## config.mk

```make
export PLATFORM = sky130hd
export DESIGN_NAME = bpug_loader
export DESIGN_NICKNAME = d
export VERILOG_FILES = /design/src/rtl/bpug_loader.sv
export SDC_FILE = /design/constraint.sdc
export NUM_CORES = 1
export LEC_CHECK = 0
export CELL_PAD_IN_SITES_DETAIL_PLACEMENT = 0
export CELL_PAD_IN_SITES_GLOBAL_PLACEMENT = 1
export CORE_AREA = 5 5 97 99
export CTS_BUF_LIST = sky130_fd_sc_hd__clkbuf_4 sky130_fd_sc_hd__clkbuf_8
export DETAILED_ROUTE_END_ITERATION = 10
export DIE_AREA = 0 0 102 104
export GPL_ROUTABILITY_DRIVEN = 0
export PLACE_DENSITY = 0.92
export SYNTH_ARGS = -nofsm -noshare
export SYNTH_HDL_FRONTEND = slang
export SYNTH_SLANG_ARGS = --single-unit
```

## constraint.sdc

```tcl
create_clock -name clk -period 4.03 [get_ports clk]
set_input_delay 0.6045 -clock clk [delete_from_list [all_inputs] [get_ports clk]]
set_output_delay 0.6045 -clock clk [all_outputs]
set_load 0.05 [all_outputs]
```

## src/rtl/bpug_loader.sv

```systemverilog
// Loads 56 weight bytes and 7 image bytes from byte memory into one BPU group,
// then issues a compute opcode for a programmed number of cycles.
module bpug_loader #(
  parameter int N_GROUPS  = 4,
  parameter int GRP_W     = 2,
  parameter int ADDR_W    = 10,
  parameter int WGT_BYTES = 56,
  parameter int IMG_BYTES = 7
) (
  input  logic                clk,
  input  logic                rst,
  input  logic                start,
  input  logic [GRP_W-1:0]    grp,
  input  logic [ADDR_W-1:0]   wgt_base,
  input  logic [ADDR_W-1:0]   img_base,
  input  logic [4:0]          op,
  input  logic                op_dsel,
  input  logic [7:0]          op_cycles,
  output logic                mem_rd,
  output logic [ADDR_W-1:0]   mem_addr,
  input  logic [7:0]          mem_rdata,
  output logic [7:0]          data_out,
  output logic [7:0]          instr_out,
  output logic [N_GROUPS-1:0] sel_out,
  output logic                busy,
  output logic                done
);

  // state  | meaning
  // IDLE   | waiting for start
  // LOAD_W | issuing weight byte reads
  // LOAD_I | issuing image byte reads
  // EXEC   | draining last image beat, then issuing compute cycles
  // FIN    | done pulse
  typedef enum logic [2:0] {IDLE, LOAD_W, LOAD_I, EXEC, FIN} state_t;

  localparam int IDX_W = $clog2(WGT_BYTES);

  state_t              state;
  logic [GRP_W-1:0]    grp_q;
  logic [ADDR_W-1:0]   img_q;
  logic [4:0]          op_q;
  logic                dsel_q;
  logic [7:0]          cyc_q;
  logic [7:0]          cnt;
  logic [IDX_W-1:0]    idx;
  logic                rd_img;
  logic                beat_v;

  function automatic logic [N_GROUPS-1:0] onehot(input logic [GRP_W-1:0] g);
    logic [N_GROUPS-1:0] v;
    v = '0;
    for (int i = 0; i < N_GROUPS; i++)
      if (int'(g) == i) v[i] = 1'b1;
    return v;
  endfunction

  // Read data arrives the cycle after the strobe; it is forwarded on the beat
  // flagged by the registered read strobe so it lands on the bus in t+1.
  assign data_out = beat_v ? mem_rdata : 8'h00;

  always_ff @(posedge clk) begin
    if (rst) begin
      state     <= IDLE;
      grp_q     <= '0;
      img_q     <= '0;
      op_q      <= '0;
      dsel_q    <= 1'b0;
      cyc_q     <= '0;
      cnt       <= '0;
      idx       <= '0;
      rd_img    <= 1'b0;
      beat_v    <= 1'b0;
      mem_rd    <= 1'b0;
      mem_addr  <= '0;
      instr_out <= '0;
      sel_out   <= '0;
      busy      <= 1'b0;
      done      <= 1'b0;
    end else begin
      beat_v <= mem_rd;
      done   <= 1'b0;
      if (mem_rd) begin
        instr_out <= rd_img ? 8'h80 : 8'h40;
        sel_out   <= onehot(grp_q);
      end else begin
        instr_out <= '0;
        sel_out   <= '0;
      end

      case (state)
        IDLE: begin
          if (start) begin
            grp_q    <= grp;
            img_q    <= img_base;
            op_q     <= op;
            dsel_q   <= op_dsel;
            cyc_q    <= op_cycles;
            mem_rd   <= 1'b1;
            mem_addr <= wgt_base;
            rd_img   <= 1'b0;
            idx      <= '0;
            busy     <= 1'b1;
            state    <= LOAD_W;
          end
        end
        LOAD_W: begin
          if (idx == IDX_W'(WGT_BYTES - 1)) begin
            mem_addr <= img_q;
            rd_img   <= 1'b1;
            idx      <= '0;
            state    <= LOAD_I;
          end else begin
            mem_addr <= mem_addr + ADDR_W'(1);
            idx      <= idx + IDX_W'(1);
          end
        end
        LOAD_I: begin
          if (idx == IDX_W'(IMG_BYTES - 1)) begin
            mem_rd   <= 1'b0;
            mem_addr <= '0;
            rd_img   <= 1'b0;
            idx      <= '0;
            cnt      <= cyc_q;
            state    <= EXEC;
          end else begin
            mem_addr <= mem_addr + ADDR_W'(1);
            idx      <= idx + IDX_W'(1);
          end
        end
        EXEC: begin
          if (cnt == 8'd0) begin
            done  <= 1'b1;
            state <= FIN;
          end else begin
            instr_out <= {2'b00, dsel_q, op_q};
            sel_out   <= onehot(grp_q);
            cnt       <= cnt - 8'd1;
          end
        end
        FIN: begin
          busy  <= 1'b0;
          state <= IDLE;
        end
        default: state <= IDLE;
      endcase
    end
  end

endmodule
```

==> key figures <==
Timing
  – Worst Skew: 0.00442 ns
  – Slew Limit Fails: 0
  – Tightest Pin Transition: 0.972 ns
  – Max frequency: slightly below 400 MHz
  – Final setup TNS: 0 ns
  – Crit share post-route: around 65%
  – Setup violations, final: 0
  – RSZ-0062 raised after global routing: false
  – Post-route minimum period: roughly 2.6 ns
  – Slew headroom: between 30% and 40%
  – Final Hold Vio Count: 0

Worst setup path
  – Cell family with most CP delay: buffers and inverters
  – CP max stage delay: about 0.8 ns
  – Worst r2r path cells: 4
  – Crit. Startpoint: mem_rdata[5]
  – Crit-path slowest cell: clkdlybuf4s50_1
  – Worst path bufs/invs: 2
  – Worst Setup Path Type: in2out
  – Crit path DAT: 1.99 ns
  – Most frequent CP cell: clkdlybuf4s50_1
  – Req. time, crit path: approximately 3.4 ns
  – Crit-path cells: clkdlybuf4s50_1 > and2_1 > clkdlybuf4s50_1
  – CP Launch Type: primary input
  – Levels on crit path: 3
  – Critical path peak fanout: 1
  – Crit path capture type: output port
  – Worst r2r src: state[0]

Synth
  – Netlist Area Pre-Place: approximately 3300 um^2
  – Library cells used by synthesis: 62
  – Syn Area/Cell: 8.43 um^2
  – Top_reg_cell synth: dfxtp_1
  – Yosys reg bits: 70
  – Synth async-reset ratio: 0%
  – Post-synth EDFFs: 0
  – Yosys warnings: 0
  – Seq/Total Area, Yosys: a little over two fifths
  – Post-synth top area share: a little over two fifths
  – Mapped Cells: ~400
  – Synth area leader: dfxtp_1
  – Syn Nets: between 400 and 500
  – Synth area leaders: dfxtp_1 42%, nand2_1 7.5%, a21oi_1 6.8%

Global route
  – Initial antenna violation count: 0
  – Number of global-route vias before repair: around 3100
  – Total track usage: 17.0%
  – Grt total ovfl: 0
  – Global-route wire length before repair: between 10 and 15 mm
  – Largest net degree at the start of global routing: 40

Floorplan
  – Die H: ~100 um
  – DIE AREA: 10600 um^2
  – Initial core utilization: around two fifths
  – CORE AREA: 8470 um^2
  – Die W: a little over 100 um
  – Number of cell rows: 34
  – Ports: 80

Place
  – Post-DP Area: 4130 um^2
  – PortBufs: a little under 80
  – Placed Instances: about 560
  – DP HPWL: about 6.4 mm

Clocking
  – Num CTS Buffers: 9
  – CTS tree: done
  – Max Buffers Root-to-Sink: 2
  – Worst-Skew Late Latency: 0.34 ns
  – Post-cts gate resize count: 0
  – Clk root buf: clkbuf_8
  – Clk slew on worst S/H paths: about 0.08 ns
  – Hold buffers post-CTS: 0
  – H-tree depth: 3
  – Clock sinks: 70
  – Post-CTS Setup Inserts: 0

Route
  – DR vias/cell: around 5.7
  – Met2 wire len: approximately 4.4 mm
  – M1 WL: between 3 and 4 mm
  – WL met3: roughly 540 um
  – DRC viols: 0
  – DR top layer: met4
  – Mean routed wirelength per cell: between 15 and 20 um
  – Via count: roughly 3300
  – TritonRoute pass-1 iters: 5
  – Starting DRT DRC Count: between 200 and 250
  – Post-route ant nets: 0
  – Final WL: ~9 mm

Layout
  – Finished Layout Cells: around 570
  – Most frequent cells in the layout: 78 x clkdlybuf4s50_1, 70 x dfxtp_1, 66 x nand2_1
  – Number of diodes: 0
  – Finished Core Util: between 50% and 60%
  – Layout Nets: 511
  – Commonest non-fill, non-tap cell in the layout: clkdlybuf4s50_1
  – Share of layout cells above drive strength 1: 7.53%
  – Area growth, synth to finish: 31.1%
  – Design Area, Final: between 4000 and 5000 um^2
  – Fillers: ~770

Outcome
  – Status: finished clean

Hold path
  – Worst Hold Launch: rd_img
  – Worst Hold Class: reg2reg
  – Hold Path Cell Cnt: 1

Pwr
  – Pleak: approximately 1.6 nW
  – Pwr dens: 379 nW/um^2
  – IR drop worst, VDD: roughly 0.2 mV
  – Pwr Total: 1.65 mW

Flow run
  – Max cap viols: 0
==> sequential cells by signal, indices dropped and copies added (netlist names) <==
register   count
beat_v         1
busy           1
cnt            8
cyc_q          8
done           1
dsel_q         1
grp_q          2
idx            6
img_q         10
instr_out      8
mem_addr      10
mem_rd         1
op_q           5
rd_img         1
sel_out        4
state          3
==> synth_stat cells (2+ instances only) <==
library cell	instances
dfxtp_1	70
nand2_1	66
a21oi_1	45
and2_1	17
nor2_1	14
nand3_1	13
clkbuf_1	12
o21ai_0	12
nor3_1	11
inv_1	9
buf_2	8
nor4_1	8
o22ai_1	8
a31oi_1	7
a222oi_1	6
buf_4	6
a221oi_1	5
a22o_1	5
nor3b_1	5
ha_1	4
a311oi_1	3
and3_1	3
nand4_1	3
o211ai_1	3
o21a_1	3
a211oi_1	2
a21boi_2	2
a2bb2oi_1	2
mux2i_1	2
nand2b_1	2
nor2b_1	2
o221a_2	2
o31a_1	2
or2_2	2
or4_4	2
xnor2_1	2
==> worst paths after layout <==
kind	slack (ns)	endpoint
setup / recovery	1.43	data_out[5]
hold / removal	0.43	instr_out[6]
setup reg to reg	1.63	mem_addr[8]
hold reg to reg	0.43	instr_out[6]
==> area by class of cell <==
class / count / area, um^2 / share of cell area (%)
inverter: 9 / 33.8 / 0.776
timing repair buffer: 81 / 801 / 18.4
clock inverter: 6 / 95.1 / 2.18
clock buffer: 10 / 131 / 3.02
sequential: 70 / 1400 / 32.2
tap: 108 / 135 / 3.10
multi-input combinational: 289 / 1760 / 40.4
==> cell families (layout without fill, tap and decap cells) <==
logic type	Yosys count	in the layout	synth area share (%)
mux	3	3	0.941
fa+ha+maj	4	4	1.51
xor+xnor	3	3	0.791
simple gates	158	158	24.6
compound gates	121	121	25.0
buf+inv	35	106	4.93
flops	70	70	42.2
==> power breakdown <==
part,switching [mW],internal (mW)
Clock,0.284,0.361
Combinational,0.140,0.109
Sequential,0.0327,0.723
==> per-layer routing <==
metal	GRT usage [%]	vias up
met1	22.1	1569
met3	3.02	16
met4	7.50	0
met5	0	-
li1	-	1589
met2	27.2	101
==> metrics by stage <==
stage,setup slack [ns],hold slack (ns)
floorplan,2.18,0.404
global placement,1.10,0.434
detailed placement,1.12,0.433
CTS,1.42,0.442
global route,1.18,0.468
finish,1.43,0.434
(Power assumes the default switching activity.)
